[src/rtl/score_digit_ctrl.sv]
// Score digit controller: debounces three push-buttons, keeps a saturating
// 0..99 score and drives tens/ones digit codes for a two-digit 7-segment
// driver (0-9 digits, 10 blank, 11 'P'). At the win score the display
// alternates between the score and a "P " pattern.
module score_digit_ctrl #(
    parameter int unsigned DEBOUNCE_CYCLES = 16,
    parameter int unsigned BLINK_CYCLES    = 8,
    parameter int unsigned WIN_SCORE       = 21,
    parameter bit          LZ_BLANK        = 1'b1
) (
    input  logic       clk_i,
    input  logic       rst_i,
    input  logic       btn_inc_i,
    input  logic       btn_dec_i,
    input  logic       btn_clr_i,
    output logic [3:0] tens_o,
    output logic [3:0] ones_o,
    output logic [6:0] score_o,
    output logic       win_o
);

    localparam int unsigned DB_W = $clog2(DEBOUNCE_CYCLES + 1);
    localparam int unsigned BL_W = (BLINK_CYCLES > 1) ? $clog2(BLINK_CYCLES) : 1;
    localparam logic [3:0]  TENS_RST = LZ_BLANK ? 4'd10 : 4'd0;

    typedef enum logic {
        S_COUNT = 1'b0,
        S_WIN   = 1'b1
    } state_t;

    // Button bit order: [0] inc, [1] dec, [2] clr
    logic [2:0]      w_btn_raw;
    logic [2:0]      r_sync1;
    logic [2:0]      r_sync2;
    logic [2:0]      r_deb;
    logic [2:0]      r_evt;
    logic [DB_W-1:0] r_db_cnt [3];

    logic            w_inc;
    logic            w_dec;
    logic            w_clr;

    state_t          r_state;
    state_t          w_state_nxt;
    logic [6:0]      r_score;
    logic [6:0]      w_score_nxt;

    logic [BL_W-1:0] r_blink_cnt;
    logic            r_phase;

    logic [6:0]      w_rem;
    logic [3:0]      w_tens_bin;
    logic [3:0]      w_ones_bin;
    logic [3:0]      w_tens_nxt;
    logic [3:0]      w_ones_nxt;

    logic [3:0]      r_tens;
    logic [3:0]      r_ones;
    logic            r_win;

    assign w_btn_raw = {btn_clr_i, btn_dec_i, btn_inc_i};

    // Two-flop synchronizer, stability-counter debounce and rising-edge event per button
    always_ff @(posedge clk_i or posedge rst_i) begin
        if (rst_i) begin
            r_sync1 <= '0;
            r_sync2 <= '0;
            r_deb   <= '0;
            r_evt   <= '0;
            for (int unsigned i = 0; i < 3; i++) begin
                r_db_cnt[i] <= '0;
            end
        end else begin
            r_sync1 <= w_btn_raw;
            r_sync2 <= r_sync1;
            for (int unsigned i = 0; i < 3; i++) begin
                r_evt[i] <= 1'b0;
                if (r_sync2[i] != r_deb[i]) begin
                    if (r_db_cnt[i] == DB_W'(DEBOUNCE_CYCLES)) begin
                        r_deb[i]    <= r_sync2[i];
                        r_db_cnt[i] <= '0;
                        // Only a press (0->1) raises an event
                        r_evt[i]    <= r_sync2[i];
                    end else begin
                        r_db_cnt[i] <= r_db_cnt[i] + DB_W'(1);
                    end
                end else begin
                    r_db_cnt[i] <= '0;
                end
            end
        end
    end

    assign w_inc = r_evt[0];
    assign w_dec = r_evt[1];
    assign w_clr = r_evt[2];

    // State and score register
    always_ff @(posedge clk_i or posedge rst_i) begin
        if (rst_i) begin
            r_state <= S_COUNT;
            r_score <= '0;
        end else begin
            r_state <= w_state_nxt;
            r_score <= w_score_nxt;
        end
    end

    // Next score/state: clear wins, inc+dec cancel, inc frozen in WIN
    always_comb begin
        w_state_nxt = r_state;
        w_score_nxt = r_score;
        if (w_clr) begin
            w_score_nxt = '0;
            w_state_nxt = S_COUNT;
        end else if (w_inc && w_dec) begin
            w_score_nxt = r_score;
        end else if (w_inc) begin
            if (r_state == S_COUNT && r_score < 7'd99) begin
                w_score_nxt = r_score + 7'd1;
                if (w_score_nxt == 7'(WIN_SCORE)) begin
                    w_state_nxt = S_WIN;
                end
            end
        end else if (w_dec) begin
            if (r_score != '0) begin
                w_score_nxt = r_score - 7'd1;
            end
            w_state_nxt = S_COUNT;
        end
    end

    // Blink timer: held cleared outside WIN so it starts from zero on entry
    always_ff @(posedge clk_i or posedge rst_i) begin
        if (rst_i) begin
            r_blink_cnt <= '0;
            r_phase     <= 1'b0;
        end else if (r_state != S_WIN) begin
            r_blink_cnt <= '0;
            r_phase     <= 1'b0;
        end else if (r_blink_cnt == BL_W'(BLINK_CYCLES - 1)) begin
            r_blink_cnt <= '0;
            r_phase     <= ~r_phase;
        end else begin
            r_blink_cnt <= r_blink_cnt + BL_W'(1);
        end
    end

    // Binary to BCD by repeated subtraction of ten (at most nine steps for 0..99)
    always_comb begin
        w_rem      = r_score;
        w_tens_bin = '0;
        for (int unsigned i = 0; i < 9; i++) begin
            if (w_rem >= 7'd10) begin
                w_rem      = w_rem - 7'd10;
                w_tens_bin = w_tens_bin + 4'd1;
            end
        end
        w_ones_bin = w_rem[3:0];
    end

    // Display code selection: blink pattern, leading-zero blanking, plain digits
    always_comb begin
        w_tens_nxt = w_tens_bin;
        w_ones_nxt = w_ones_bin;
        if (r_state == S_WIN && r_phase) begin
            w_tens_nxt = 4'd11;
            w_ones_nxt = 4'd10;
        end else if (LZ_BLANK && r_score < 7'd10) begin
            w_tens_nxt = 4'd10;
        end
    end

    // Registered display outputs, one edge behind score/state
    always_ff @(posedge clk_i or posedge rst_i) begin
        if (rst_i) begin
            r_tens <= TENS_RST;
            r_ones <= '0;
            r_win  <= 1'b0;
        end else begin
            r_tens <= w_tens_nxt;
            r_ones <= w_ones_nxt;
            r_win  <= (r_state == S_WIN);
        end
    end

    assign tens_o  = r_tens;
    assign ones_o  = r_ones;
    assign score_o = r_score;
    assign win_o   = r_win;

endmodule

[config.mk]
export PLATFORM = sky130hd
export DESIGN_NAME = score_digit_ctrl
export DESIGN_NICKNAME = d
export VERILOG_FILES = /design/src/rtl/score_digit_ctrl.sv
export SDC_FILE = /design/constraint.sdc
export NUM_CORES = 1
export LEC_CHECK = 0
export ABC_AREA = 0
export CAP_MARGIN = 40
export CORE_UTILIZATION = 40
export DETAILED_ROUTE_END_ITERATION = 10
export PLACE_DENSITY = 0.63
export SYNTH_ARGS = -nofsm -noshare
export SYNTH_HDL_FRONTEND = slang
export SYNTH_SLANG_ARGS = --single-unit
export TNS_END_PERCENT = 50
[constraint.sdc]
create_clock -name clk_i -period 15.9 [get_ports clk_i]
set_input_delay 3.18 -clock clk_i [delete_from_list [all_inputs] [get_ports clk_i]]
set_output_delay 3.18 -clock clk_i [all_outputs]
set_load 0.1 [all_outputs]
==> results.cfg <==
[die]
die_area_sq_um = 11500
die_x_microns = 107
start_util_pct = 41.0
fp.dieH_microns = 107
row_count = 38
core_region_area_sq_um = 10800
io_pins = 21

[global_routing]
grt_first_pass_wirelength_microns = 16600
grt_max_degree = 30
grt.overflow.total = 0
grt_antenna_before_repair = 0
grtUsageTotal_pct = 17.7
grt_pass1_vias = 3565

[clocking]
root_buffer = clkbuf_8
h-tree-depth = 2
ctsHoldBuffers = 0
clk_latency_ns = 0.29
path_clk_slew_ns = 0.09
postCtsResizedCells = 0
numCtsBuffers = 5
cts_sinks = 48
cts_setup_buffers = 0
tritoncts = built
cts_buffer_depth = 2

[synth]
synth_edf_count = 0
synth.area.top_cells = dfrtp_1 26%, ha_1 7.4%, xnor2_1 4.8%
synthesis.area_sq_um = 4420
synth-compound-area-share_pct = 22.9
netlist.area_leader.share_pct = 26.0
yosys_warnings = 0
synth_xor_area_share_pct = 9.02
muxShareOfSynthArea_pct = 5.01
syn_inst = 473
synth_cell_types = 102
yosys.area.top_type = dfrtp_1
synthesis.nets = 504
synth-simple-area-share_pct = 23.9
synth_ff_type = dfrtp_1
ys_ff_latch = 48
syn_area_per_cell_sq_um = 9.35
ys_seq_area_share_pct = 27.2
synth-adder-area-share_pct = 7.36
async_flop_share_pct = 100
synth_top_family_by_area = simple AND/OR/NAND/NOR gates

[pwr]
clkPwrFrac_pct = 33.0
power_switching_w = 0.0000455
power_density_nw_per_um2 = 40.9
max-vdd-ir-drop_uv = 56.1
p_total_w = 0.000206
p_int_w = 0.000160
p_leak_nw = 2.33
power_frac_seq_pct = 61.6
p_comb_share_pct = 5.4
switching_share_pct = 22.1

[worst_setup_path]
path_class = reg -> reg
crit_path_top_delay_cell = dfrtp_1
r2r-end = tens_o[0]
ff2ff_setup_slack_ns = 7.95
cpLargestDelayFamily = compound AO/OA/AOI/OAI gates
r2r_start = score_o[1]
cpPeakStageDelay_ns = 0.70
crit_top_cell = ha_1
crit_required_ns = 16.09
crit_buf_inv = 4
crit_arrival_ns = 8.14
path_max_fanout = 12
end_kind = flop
start_kind = flop
reg2reg_depth = 31

[worst_hold_path]
hp-class = reg -> reg
whs_path_depth = 0
hold_start = r_sync1[0]
holdPathEnd = r_sync2[0]

[detailed_routing]
antenna_left = 0
drt-initial-drc-count = 238
drc = 0
dr_total_vias = 3682
wl_per_cell_microns = 15.0
via_per_inst = 5.71
wirelength_microns = 9690
drt_pass1_iterations = 7

[place]
io_buffer_count = 20
gp_congestion = 0.913
dp_hpwl_microns = 7440

[cells_and_area]
final_cell_mix = 46 x dfrtp_1, 43 x nand2_1, 39 x nor2_1
n_fill_cell = 989
multiInputGateArea_sq_um = 3020
seqCellArea_sq_um = 1200
diodes = 0
fin_nets = 535
drive_gt1_share_pct = 18.0
syn_to_final_growth_pct = 13.9
layout_commonest_cell = dfrtp_1

[timing]
fin_skew_ns = 0.0127
fmax_mhz = 126
fin_crit_sh_pct = 50.0
slew_headroom_pct = 33.0
slew_violations = 0
report.final.setup_viol = 0
hold_violations = 0
worst_slew_pin_slew_ns = 1.01
finalCriticalPeriod_ns = 7.95
rsz0062_at_grt = no
fin_setup_tns_ns = 0

[run]
drv_cap = 0

[outcome]
outcome = finished clean
[power by group through the flow]
stage / logic (W) / registers [W] / clock network, W
3_5_place_dp: 0.0000113 / 0.000129 / 0
3_3_place_gp: 0.0000105 / 0.000129 / 0
6_report: 0.0000111 / 0.000127 / 0.0000679
4_1_cts: 0.0000115 / 0.000127 / 0.0000715
5_1_grt: 0.0000131 / 0.000127 / 0.0000757
2_1_floorplan: 0.00000754 / 0.000129 / 0
[how the worst max path moves through the flow]
stage	endpoint	slack (ns)	cells past startpoint	from
2_1_floorplan	tens_o[0]	8.71	32	score_o[2]
6_report	tens_o[0]	7.95	31	score_o[1]
3_5_place_dp	tens_o[1]	8.13	31	score_o[1]
5_1_grt	tens_o[0]	7.43	30	score_o[1]
3_3_place_gp	tens_o[0]	8.30	30	score_o[1]
4_1_cts	tens_o[0]	8.08	31	score_o[1]
[final cells by class]
type | instances | share of cell area [%]
clock buffer | 7 | 1.52
clock inverter | 1 | 0.0994
inverter | 23 | 1.76
multi-input combinational | 389 | 59.9
sequential | 48 | 23.9
tap | 140 | 3.48
timing repair buffer | 37 | 9.39
[cell usage after synthesis (5+ instances only)]
| master | number |
|---|---|
| xor2_1 | 14 |
| nor3_1 | 8 |
| dfrtp_1 | 46 |
| and2_1 | 12 |
| a21oi_1 | 14 |
| ha_1 | 26 |
| o21ai_0 | 22 |
| mux2i_1 | 9 |
| a211oi_1 | 7 |
| o211a_1 | 5 |
| nand2b_1 | 5 |
| nand3_1 | 20 |
| xnor2_1 | 24 |
| nand2_1 | 43 |
| mux2_2 | 7 |
| inv_1 | 21 |
| nor2_1 | 39 |
| o211ai_1 | 6 |
| nand4_1 | 6 |
| o31ai_1 | 9 |
[stage by stage]
step,cell area (sq um),cells,hold WS [ns],setup slack [ns],utilization [%]
2_1_floorplan,4420,473,0.331,8.71,-
3_3_place_gp,4680,620,0.339,8.30,43.4
3_5_place_dp,4960,637,0.336,8.13,45.9
4_1_cts,5040,645,0.355,8.08,46.7
5_1_grt,5040,645,0.360,7.43,46.7
6_report,5040,645,0.351,7.95,46.7
[worst register-to-register path: cells and delay by family, from the launching register on]
family | cells | cell delay, ns
compound gates | 11 | 2.94
mux | 2 | 0.60
fa+ha+maj | 4 | 0.97
simple gates | 7 | 1.35
buf+inv | 4 | 0.52
flops | 1 | 0.70
xor+xnor | 3 | 0.75
[flip-flops by register name (all words and copies together), names as in the netlist]
register and count:
win_o 1, score_o 7, r_sync2 3, ones_o 4
r_blink_cnt 3, r_state 1, r_evt 3, r_db_cnt 15
tens_o 4, r_phase 1, r_sync1 3, r_deb 3
[routing by layer]
layer,global-route usage (%),vias up,share of wire (%)
met3,1.88,12,4.0
met1,24.0,1764,47
met5,0,-,0
met4,4.99,0,0.92
met2,29.8,107,48
li1,-,1799,-
[logic make-up (layout without fill, tap and decap cells)]
| kind of cell | after synthesis | in the layout |
|---|---|---|
| muxes | 19 | 19 |
| and+or+nand+nor | 182 | 182 |
| adders and majority gates | 26 | 26 |
| AOI/OAI and AO/OA | 121 | 121 |
| xor gates and xnor gates | 41 | 41 |
| DFF | 48 | 48 |
| buffers and inverters | 36 | 68 |
(Power assumes the default switching activity.)
